### src/rtl/ps2_frame_receiver.sv
// ----------------------------------------------------------------------------
// ps2_frame_receiver : PS/2 device-to-host frame receiver with kclk glitch filter
// Revision 1.0
// ----------------------------------------------------------------------------
`default_nettype none

module ps2_frame_receiver #(
  parameter int FILTER_LEN     = 4,
  parameter int TIMEOUT_CYCLES = 20000
) (
  input  logic       clk_i,
  input  logic       rst_ni,
  input  logic       kclk_i,
  input  logic       kdata_i,
  output logic [7:0] keycode_o,
  output logic       keycode_valid_o,
  output logic       parity_err_o,
  output logic       frame_err_o
);

  localparam int FCW = $clog2(FILTER_LEN);
  localparam int TCW = $clog2(TIMEOUT_CYCLES + 1);

  typedef enum logic [1:0] {
    S_IDLE   = 2'd0,
    S_DATA   = 2'd1,
    S_PARITY = 2'd2,
    S_STOP   = 2'd3
  } state_e;

  logic           kclk_meta_q, kclk_s_q, kdata_meta_q, kdata_s_q;
  logic           kclk_f_q, kclk_f_d, kclk_f_dly_q, fall_q;
  logic [FCW-1:0] filt_cnt_q, filt_cnt_d;

  state_e         state_q, state_d;
  logic [2:0]     bit_cnt_q, bit_cnt_d;
  logic [7:0]     shreg_q, shreg_d;
  logic           par_q, par_d;
  logic [TCW-1:0] tmo_q, tmo_d, tmo_inc;
  logic [7:0]     keycode_q, keycode_d;
  logic           valid_q, valid_d, perr_q, perr_d, ferr_q, ferr_d;

  always_ff @(posedge clk_i or negedge rst_ni) begin
    if (!rst_ni) begin
      kclk_meta_q  <= 1'b1;
      kclk_s_q     <= 1'b1;
      kdata_meta_q <= 1'b1;
      kdata_s_q    <= 1'b1;
      kclk_f_q     <= 1'b1;
      kclk_f_dly_q <= 1'b1;
      filt_cnt_q   <= '0;
      fall_q       <= 1'b0;
    end else begin
      kclk_meta_q  <= kclk_i;
      kclk_s_q     <= kclk_meta_q;
      kdata_meta_q <= kdata_i;
      kdata_s_q    <= kdata_meta_q;
      kclk_f_q     <= kclk_f_d;
      kclk_f_dly_q <= kclk_f_q;
      filt_cnt_q   <= filt_cnt_d;
      fall_q       <= kclk_f_dly_q & ~kclk_f_q;
    end
  end

  // The filtered level only moves after FILTER_LEN consecutive mismatching cycles.
  always_comb begin
    kclk_f_d   = kclk_f_q;
    filt_cnt_d = '0;
    if (kclk_s_q != kclk_f_q) begin
      if (filt_cnt_q == FCW'(FILTER_LEN - 1)) begin
        kclk_f_d   = kclk_s_q;
        filt_cnt_d = '0;
      end else begin
        filt_cnt_d = filt_cnt_q + FCW'(1);
      end
    end
  end

  always_ff @(posedge clk_i or negedge rst_ni) begin
    if (!rst_ni) begin
      state_q   <= S_IDLE;
      bit_cnt_q <= '0;
      shreg_q   <= '0;
      par_q     <= 1'b0;
      tmo_q     <= '0;
      keycode_q <= '0;
      valid_q   <= 1'b0;
      perr_q    <= 1'b0;
      ferr_q    <= 1'b0;
    end else begin
      state_q   <= state_d;
      bit_cnt_q <= bit_cnt_d;
      shreg_q   <= shreg_d;
      par_q     <= par_d;
      tmo_q     <= tmo_d;
      keycode_q <= keycode_d;
      valid_q   <= valid_d;
      perr_q    <= perr_d;
      ferr_q    <= ferr_d;
    end
  end

  always_comb begin
    state_d   = state_q;
    bit_cnt_d = bit_cnt_q;
    shreg_d   = shreg_q;
    par_d     = par_q;
    keycode_d = keycode_q;
    valid_d   = 1'b0;
    perr_d    = 1'b0;
    ferr_d    = 1'b0;
    tmo_inc   = tmo_q + TCW'(1);
    tmo_d     = (state_q == S_IDLE) ? '0 : tmo_inc;

    // A clock fall is always serviced, even in the cycle the timeout would fire.
    if (fall_q) begin
      tmo_d = '0;
      case (state_q)
        S_IDLE: begin
          if (!kdata_s_q) begin
            state_d   = S_DATA;
            bit_cnt_d = '0;
          end
        end
        S_DATA: begin
          shreg_d   = {kdata_s_q, shreg_q[7:1]};
          bit_cnt_d = bit_cnt_q + 3'd1;
          if (bit_cnt_q == 3'd7) begin
            state_d = S_PARITY;
          end
        end
        S_PARITY: begin
          par_d   = kdata_s_q;
          state_d = S_STOP;
        end
        S_STOP: begin
          state_d = S_IDLE;
          if (!kdata_s_q) begin
            ferr_d = 1'b1;
          end else if (^{shreg_q, par_q}) begin
            keycode_d = shreg_q;
            valid_d   = 1'b1;
          end else begin
            perr_d = 1'b1;
          end
        end
        default: state_d = S_IDLE;
      endcase
    end else if ((state_q != S_IDLE) && (tmo_inc == TCW'(TIMEOUT_CYCLES))) begin
      state_d   = S_IDLE;
      bit_cnt_d = '0;
      shreg_d   = '0;
      tmo_d     = '0;
      ferr_d    = 1'b1;
    end
  end

  assign keycode_o       = keycode_q;
  assign keycode_valid_o = valid_q;
  assign parity_err_o    = perr_q;
  assign frame_err_o     = ferr_q;

endmodule

`default_nettype wire

### config.mk
export PLATFORM = sky130hd
export DESIGN_NAME = ps2_frame_receiver
export DESIGN_NICKNAME = d
export VERILOG_FILES = /design/src/rtl/ps2_frame_receiver.sv
export SDC_FILE = /design/constraint.sdc
export NUM_CORES = 1
export LEC_CHECK = 0
export ABC_AREA = 1
export BUFFER_PORTS_ARGS = -buffer_cell sky130_fd_sc_hd__buf_2
export CAP_MARGIN = 20
export CORE_ASPECT_RATIO = 0.9
export CORE_MARGIN = 1.5
export CORE_UTILIZATION = 60
export CTS_CLUSTER_SIZE = 25
export DETAILED_ROUTE_END_ITERATION = 16
export MAX_ROUTING_LAYER = met4
export PLACE_DENSITY = 0.81
export SYNTH_ARGS = -nofsm -noshare
export SYNTH_HDL_FRONTEND = slang
export SYNTH_SLANG_ARGS = --single-unit
### constraint.sdc
create_clock -name clk_i -period 2.1 [get_ports clk_i]
set_input_delay 0.105 -clock clk_i [delete_from_list [all_inputs] [get_ports clk_i]]
set_output_delay 0.105 -clock clk_i [all_outputs]
set_load 0.01 [all_outputs]
* After elaboration in Yosys (flattened, before gate mapping) *
Cells that the tools add are included.
W data, S select, Z words.

operators by class
  $add $sub $neg = 3
  equality and inequality tests = 11
  multiplexer cells = 29
  bitwise gates (word level) = 2
  reductions and logical operators = 11

operators with widths
  cell                     number
  $mux W15                 3
  $mux W8                  3
  $add A15 B1 Y15 const B  1
  $eq A15 B15 Y1 const B   1
  $mux W1                  12
  $mux W2                  6
  $mux W3                  3
  $reduce_xor A9 Y1        1
  $pmux W2 S4              1
  $eq A2 B2 Y1 const B     3
  $ne A3 B3 Y1 const B     2
  $pmux W3 S2              1
  $reduce_and A2 Y1        3
  $reduce_and A3 Y1        2
  $reduce_and A4 Y1        1
  $reduce_bool A2 Y1       2
  $add A3 B1 Y3 const B    1
  $eq A3 B3 Y1 const B     1
  $ne A3 B1 Y1 const B     1
  $add A2 B1 Y2 const B    1
  $eq A2 B1 Y1 const B     1
  $logic_not A2 Y1         1
  $ne A2 B1 Y1 const B     1
  $and A1 B1 Y1            1
  3 further kinds          3

storage, ports and cells
  flip-flop bits (word level) = 49
  input port bits = 4
  output and inout port bits = 11
  logic and storage cells = 73

* Depth between registers and ports, before layout *
Gate-level depths: netlist of the first run.

  depth after elaboration = 5
  mapped depth = 14

* Worst setup path before layout of the first run *
Ideal clock, no wire load.

  path kind = register to register
  start = reg tmo_q[0]
  end = reg tmo_q[2]
  setup time = 0.123 ns
  arrival time = 1.678 ns
  data required time = 1.977 ns
  setup slack = 0.299 ns
  stages on the path, launching flop included = 12
  path buffers = 1
  cells stage by stage = dfrtp_1 > ha_1 > nand2_1 > nor2_2 > nand3_1 > o21ai_2 > nand2_1 > nor2_1 > nand3_2 > nand3_2 > buf_6 > nor2_1

on the way
  cells in the longest elaborated chain, start to end = 5

ends and longest elaborated chain
  what                    RTL line  RTL
  start, declared         39        logic [TCW-1:0] tmo_q, tmo_d, tmo_inc;
  start signal, assigned  95        tmo_q <= tmo_d;
  $add A15 B1 Y15 *       112       tmo_inc = tmo_q + TCW'(1);
  $eq A15 B15 Y1          149       end else if ((state_q != S_IDLE) && (tmo_inc == TCW'(TIMEOUT_CYCLES))) begin
  $logic_and A1 B1 Y1     149
  $mux W15 *              149
  $mux W15 *              116       if (fall_q) begin
  net tmo_d[2]            39

The timed path passes the listed nets; every way through them passes the cells marked *.
A chain may end at the register's enable or synchronous reset.

* Worst setup path after layout of the first run *
  start = reg tmo_q[1]
  end = reg bit_cnt_q[0]

on the way
  cells in the longest elaborated chain, start to end = 5

ends and longest elaborated chain
  what                                 RTL line  RTL
  $add A15 B1 Y15                      112
  $eq A15 B15 Y1                       149
  $logic_and A1 B1 Y1                  149
  $reduce_bool A2 Y1 (no source line)  n/a
  $reduce_and A3 Y1 (no source line)   n/a
  end signal, assigned                 92        bit_cnt_q <= bit_cnt_d;
  end, declared                        36        logic [2:0] bit_cnt_q, bit_cnt_d;

Every way passes these cells.

==> results of run 1 <==
-- state kept, by name (all words and copies together), names as in the netlist --
name             flops
par_q                1
keycode_o            8
shreg_q              8
kclk_f_dly_q         1
keycode_valid_o      1
filt_cnt_q           2
kclk_f_q             1
state_q              2
frame_err_o          1
bit_cnt_q            3
fall_q               1
kdata_s_q            1
kclk_meta_q          1
tmo_q               15
parity_err_o         1
kdata_meta_q         1
kclk_s_q             1
-- area by class of cell --
class | count | area, µm²
Sequential cell | 49 | 1230
Multi-Input combinational cell | 212 | 1100
Inverter | 35 | 131
Clock buffer | 7 | 96.3
Tap cell | 46 | 57.6
Timing Repair Buffer | 23 | 145
Fill cell | 276 | 1040
Clock inverter | 1 | 5.00
-- power by group through the flow --
| stage | Sequential, µW | Combinational (µW) | Clock, µW |
|---|---|---|---|
| after global routing | 1300 | 1050 | 644 |
| after floorplan | 1270 | 666 | 0 |
| final | 1280 | 917 | 588 |
| after detailed placement | 1290 | 823 | 0 |
| after CTS | 1280 | 832 | 607 |
| after global placement | 1290 | 799 | 0 |
-- per-stage QoR --
| stage | utilization | total power (µW) |
|---|---|---|
| global placement | 0.673 | 2090 |
| finish | 0.728 | 2780 |
| CTS | 0.708 | 2720 |
| floorplan | - | 1940 |
| global route | 0.728 | 2990 |
| detailed placement | 0.673 | 2120 |
-- layout by cell type (no fill, tap or decap), types with 5 or more instances in the layout --
cell,count
nand2_1,91
nand4_1,5
dfrtp_1,42
buf_4,6
a21oi_1,5
nor2_2,6
buf_2,14
xnor2_1,7
ha_1,8
dfstp_2,6
inv_1,34
clkbuf_8,7
nor2_1,33
nand3_1,34
-- kinds of logic (layout without fill, tap and decap cells) --
group / Yosys count / in the layout / share of synthesized area
simple gates: 179 / 179 / 0.313
flops: 49 / 49 / 0.506
compound gates: 12 / 12 / 0.0293
xor+xnor: 10 / 10 / 0.0359
mux: 2 / 2 / 0.00924
fa+ha+maj: 9 / 9 / 0.0462
buf+inv: 37 / 66 / 0.0601
-- metal layers --
layer  vias up  GRT usage  wire [µm]
li1        997          -          -
met1       929      0.316       2220
met2        53      0.344       2080
met3         8     0.0528        244
met4         0     0.0649         65
met5         -          -          0
-- worst reg2reg max path, stage by stage (launching register included) --
cell and delay, ns:
dfrtp_1 0.43, ha_4 0.17, nand2_1 0.10, nor2_4 0.20, nand3_1 0.14, o21ai_2 0.15, nand2_1 0.09, nor2_1 0.14
nand3_2 0.14, nand2_4 0.12, nand2_1 0.08, nand2_1 0.07, nand2_1 0.05
-- worst max path at each step --
stage | start | endpoint | slack (ns) | cells after the start
finish | tmo_q[1] | bit_cnt_q[0] | 0.11 | 12
global route | tmo_q[1] | bit_cnt_q[1] | -0.05 | 14
detailed placement | tmo_q[0] | tmo_q[10] | 0.01 | 10
global placement | tmo_q[0] | tmo_q[10] | 0.09 | 10
floorplan | tmo_q[0] | tmo_q[2] | 0.30 | 11
CTS | tmo_q[0] | tmo_q[7] | -0.01 | 10
-- repair_timing --
| item | CTS | global route |
|---|---|---|
| endpoints found under the hold margin | 17 | 0 |
| endpoints found under the setup margin | 11 | 29 |
| buffers inserted | 0 | 4 |
| hold buffers | 3 | 0 |
| pin swaps | 0 | 3 |
| resized for setup | 0 | 13 |
==> summary.md, run 1 <==
| Metric | Value |
|---|---|
| Dpl cell area | `about 2600 µm²` |
| Drt total wl | `4.61 mm` |
| Worst Clk Skew | `roughly 0.0042 ns` |
| CP max stage delay | `roughly 0.43 ns` |
| Area contributors post-synth | `dfrtp_1 44%, nand2_1 14%, nand3_1 7.0%` |
| Ant diodes | `0` |
| Non-filler instance count after layout | `between 300 and 400` |
| DIE WIDTH | `about 70 µm` |
| EDFF count, synth | `0` |
| Drt first-iter violations | `205` |
| Buf/Inv on CP | `0` |
| Die span in y | `approximately 63 µm` |
| Place WS | `about 0.011 ns` |
| Power Internal | `~1800 µW` |
| ANT nets after route | `0` |
| # IOs | `15` |
| Commonest cells in the netlist | `91 x nand2_1, 43 x dfrtp_1, 39 x nor2_1, 35 x inv_1, 34 x nand3_1` |
| Worst hold slack | `between 0.2 and 0.3 ns` |
| Netlist cell types | `24` |
| Req. time, crit path | `2.29 ns` |
| Run status | `finished, final reports clean` |
| Core ar. | `3810 µm²` |
| Clock sink count | `between 40 and 50` |
| Largest net degree at the start of global routing | `18` |
| Logic pwr share | `0.330` |
| Vias post-DR | `around 2k` |
| Placed insts | `around 360` |
| Finished layout cell area | `~2800 µm²` |
| Worst hold path class | `input pin to asynchronous set/reset pin` |
| NumNets Final | `about 340` |
| Final TNS setup | `0 ns` |
| Worst Setup Start Kind | `flop` |
| Avg Cell Area, Syn | `8.18 µm²` |
| Initial antenna violation count | `0` |
| Register share of total power | `0.459` |
| CTS tree | `built` |
| Drt via density | `5.33` |
| Critical Path AT | `around 2.2 ns` |
| Setup ws final | `approximately 0.11 ns` |
| Power per cell area | `1000 nW/µm²` |
| DR WL/cell | `roughly 12 µm` |
| Worst path slowest cell | `dfrtp_1` |
| Worst path cell trace | `ha_4, nand2_1, nor2_4, nand3_1, o21ai_2, nand2_1, nor2_1, nand3_2, nand2_4, nand2_1, nand2_1, nand2_1` |
| Crit Path Max Fanout | `5` |
| Layout cell share with drive strength beyond 1 | `0.165` |
| Worst R2R Start | `tmo_q[1]` |
| Vias in the first global route | `1760` |
| Synth async-reset ratio | `1.00` |
| DRC | `0` |
| Dominant synthesized flop cell | `dfrtp_1` |
| Clk pwr share | `0.211` |
| Syn. warnings | `0` |
| CTS Buf Count | `5` |
| R2R depth | `12` |
| Global route total overflow | `0` |
| Root buffer cell | `clkbuf_8` |
| Max_cap viols | `0` |
| Top Family by Delay on Critical Path | `simple AND/OR/NAND/NOR gates` |
| Max_slew headroom | `0.534` |
| Skew-Pair Late Insertion Delay | `just under 0.3 ns` |
| Type of the worst setup path | `flop to flop` |
| Fmax | `about 500 MHz` |
| Setup crit end kind | `flop` |
| Rows | `21` |
| Post-DP HPWL | `3.23 mm` |
| First-pass GRT wire length | `slightly below 8 mm` |
| Worst flop-to-flop path endpoint | `bit_cnt_q[0]` |
| GRT Overall Usage | `0.229` |
| Leak Pwr | `0.00144 µW` |
| Clock transition at path regs | `approximately 0.08 ns` |
| Clock buffer depth | `2` |
| Final setup fails | `0` |
| Die area | `~4500 µm²` |
| Clock period minus worst slack | `just under 2 ns` |
| Slew Limit Fails | `0` |
| Area leader, netlist | `dfrtp_1` |
| Net Count, Synth | `~310` |
| Post-Synthesis Cells | `between 200 and 300` |
| Sw frac | `0.365` |
| Top-count cell post-synth | `nand2_1` |
| Top cell type's share of synthesized area | `0.441` |
| Starting Density | `0.640` |
| CTS H-Tree Depth | `2` |
| R2R Setup Slk | `~0.11 ns` |
| Worst Max-Slew Pin Slew | `around 0.7 ns` |
| Final Cycle Share | `0.946` |
| Worst vdd rail ir drop | `about 700 µV` |
| P&R area growth vs syn | `13.8%` |
| Reported net switching power | `between 1000 and 1500 µW` |
| Gp weighted congestion | `a little under 0.9` |
| Crit-path most repeated cell | `nand2_1` |
| Synth Register Bits | `49` |
| Mapped Area | `around 2400 µm²` |
| Input/output buffers | `14` |
| Hold Vio Cnt, Final | `0` |
| Register area share after synthesis | `0.506` |
| Drt pass-1 iters | `4` |
Note: power is estimated with default switching activity, not from simulation.
==> inputs of run 2 (changes only) <==
PLACE_DENSITY = default   (was 0.81)
PLACE_DENSITY_LB_ADDON = 0.12   (was default)
SLEW_MARGIN = 40   (was default)
==> summary.md, run 2 (synthesis gave the netlist of run 1 again) <==
| Metric | Value |
|---|---|
| Rows | `21 (unchanged)` |
| Slew Limit Fails | `0 (unchanged)` |
| Layout cell share with drive strength beyond 1 | `0.156 (-0.00870)` |
| Crit Path Max Fanout | `15 (+10)` |
| Run status | `finished, final reports clean` |
| Footprint of the multi-input gates | `1100 µm² (unchanged)` |
| NumNets Final | `338 (-0.29%)` |
| Clock buffer depth | `2 (unchanged)` |
| Vias in the first global route | `1766 (+0.34%)` |
| Drt pass-1 iters | `4 (unchanged)` |
| Post-DP HPWL | `3.23 mm (-0.13%)` |
| Final setup fails | `0 (unchanged)` |
| Routing usage on met3 | `0.0576 (+0.00480)` |
| GRT busiest layer | `met2` |
| Drt total wl | `4.45 mm (-3.5%)` |
| Drt via density | `5.23 (-1.9%)` |
| Worst Clk Skew | `0.0127 ns (+0.00848 ns)` |
| RSZ-0062 raised after global routing | `true` |
| Type of the worst setup path | `flop to flop` |
| Global route total overflow | `0 (unchanged)` |
| Hold Vio Cnt, Final | `0 (unchanged)` |
| Largest net degree at the start of global routing | `24 (+6)` |
| Worst Max-Slew Pin Slew | `0.685 ns (-0.0110 ns)` |
| Setup ws final | `0.125 ns (+0.0129 ns)` |
| Clock transition at path regs | `0.09 ns (about the same)` |
| Max_cap viols | `0 (unchanged)` |
| Met1 usage | `0.313 (-0.00252)` |
| P&R area growth vs syn | `12.6%` |
| Critical Path AT | `2.14 ns (-0.04 ns)` |
| Input/output buffers | `14 (unchanged)` |
| Clock sink count | `49 (unchanged)` |
| Final Cycle Share | `0.940 (-0.00615)` |
| Gp weighted congestion | `0.856 (-0.95%)` |
| DR WL/cell | `12.0 µm (-3.3%)` |
| Placed insts | `359 (+0.28%)` |
| Biggest register | `tmo_q` |
| Sequential Area | `1230 µm² (unchanged)` |
| Die span in y | `63.5 µm (unchanged)` |
| Setup crit end kind | `flop` |
| First-pass GRT wire length | `7.60 mm (-2.4%)` |
| Worst Setup Start Kind | `flop` |
| GRT Overall Usage | `0.224 (-0.00445)` |
| Non-filler instance count after layout | `372 (-0.27%)` |
| Max_slew headroom | `0.542 (+0.00739)` |
| DIE WIDTH | `70.2 µm (unchanged)` |
| Worst vdd rail ir drop | `749 µV (+5.7%)` |
| Fillers | `276 (unchanged)` |
| ANT nets after route | `0 (unchanged)` |
| DRC | `0 (unchanged)` |
| Largest register FFs | `15 (unchanged)` |
| Commonest non-fill, non-tap cell in the layout | `nand2_1` |
| Worst hold path class | `input pin to asynchronous set/reset pin` |
| # IOs | `15 (unchanged)` |
| Ant diodes | `0 (unchanged)` |
| CTS Buf Count | `5 (unchanged)` |
| Skew-Pair Late Insertion Delay | `0.30 ns (about the same)` |
| Drt first-iter violations | `115 (-44%)` |
| Vias post-DR | `1944 (-2.2%)` |
| Place WS | `0.0392 ns (+0.0278 ns)` |
| Initial antenna violation count | `0 (unchanged)` |
| Final TNS setup | `0 ns (unchanged)` |
| Die area | `4450 µm² (unchanged)` |
| Met2 Use GR | `0.331 (-0.0131)` |
| Clock period minus worst slack | `1.97 ns (-0.0129 ns)` |
| CTS tree | `built` |
| Fmax | `506 MHz (+0.65%)` |
| CTS H-Tree Depth | `2 (unchanged)` |
| Core ar. | `3810 µm² (unchanged)` |
| Leak Pwr | `0.00142 µW (-1.2%)` |
| Starting Density | `0.640 (unchanged)` |
| Root buffer cell | `clkbuf_8` |
| Power per cell area | `981 nW/µm² (-2.3%)` |
| Commonest non-fill, non-tap cells in the layout | `90 x nand2_1, 42 x dfrtp_1, 35 x inv_1, 34 x nand3_1, 33 x nor2_1` |
| Req. time, crit path | `2.27 ns (-0.02 ns)` |
-- run 2: worst max-delay path, stage by stage (launching register included) --
cell	delay, ns
dfrtp_1	0.43
ha_4	0.17
nand2_1	0.09
nor2_4	0.18
nand2_1	0.07
nand2_1	0.08
nand2_1	0.07
nor2_2	0.10
nand2_1	0.07
nor2_2	0.13
nand3_2	0.11
nand3_2	0.27
a21oi_1	0.07
-- run 2: through the flow --
stage | instance area (µm²) | utilization | total power (µW) | hold WS [ns]
after global routing | 2750 | 0.721 | 2920 | 0.320
final | 2750 | 0.721 | 2690 | 0.284
after floorplan | 2440 | - | 1940 | -0.191
after global placement | 2570 | 0.675 | 2100 | 0.0878
after detailed placement | 2570 | 0.675 | 2130 | 0.0862
after CTS | 2680 | 0.704 | 2670 | 0.290
-- run 2: per-layer routing --
metal	share of wire	wire length, µm
met1	0.49	2180
met4	0.011	48
met2	0.45	2010
met3	0.048	215
met5	0	0
-- run 2: cell type report --
class	count	share of cell area
clock inverter	1	0.00182
multi-input combinational	212	0.402
clock buffer	7	0.0278
timing repair buffer	22	0.0501
sequential	49	0.450
inverter	35	0.0479
tap	46	0.0210
-- run 2: path summary, 6_finish.rpt --
| path | end | from | cells after the start | slack, ns |
|---|---|---|---|---|
| worst max-delay path | tmo_q[10] | tmo_q[1] | 12 | 0.13 |
| worst min-delay path | tmo_q[4] | rst_ni | 2 | 0.28 |
| worst max register to register | tmo_q[10] | tmo_q[1] | 12 | 0.13 |
| worst min register to register | kdata_s_q | kdata_meta_q | 0 | 0.36 |
| max in group asynchronous | kclk_meta_q | rst_ni | 3 | 1.16 |
| min in group clk_i | kdata_s_q | kdata_meta_q | 0 | 0.36 |
-- run 2: timing repair --
item,4_1_cts,5_1_grt
hold buffers,3,0
gates resized for setup,0,14
endpoints found under the setup margin,0,29
buffers inserted,0,2
endpoints found under the hold margin,23,0
-- run 2: report_power, final --
group	internal [µW]	switching, µW	leakage [µW]	total (µW)
clock	234	288	0.0000422	522
sequential	1130	163	0.000649	1290
combinational	325	557	0.000728	881
total	1690	1010	0.00142	2690
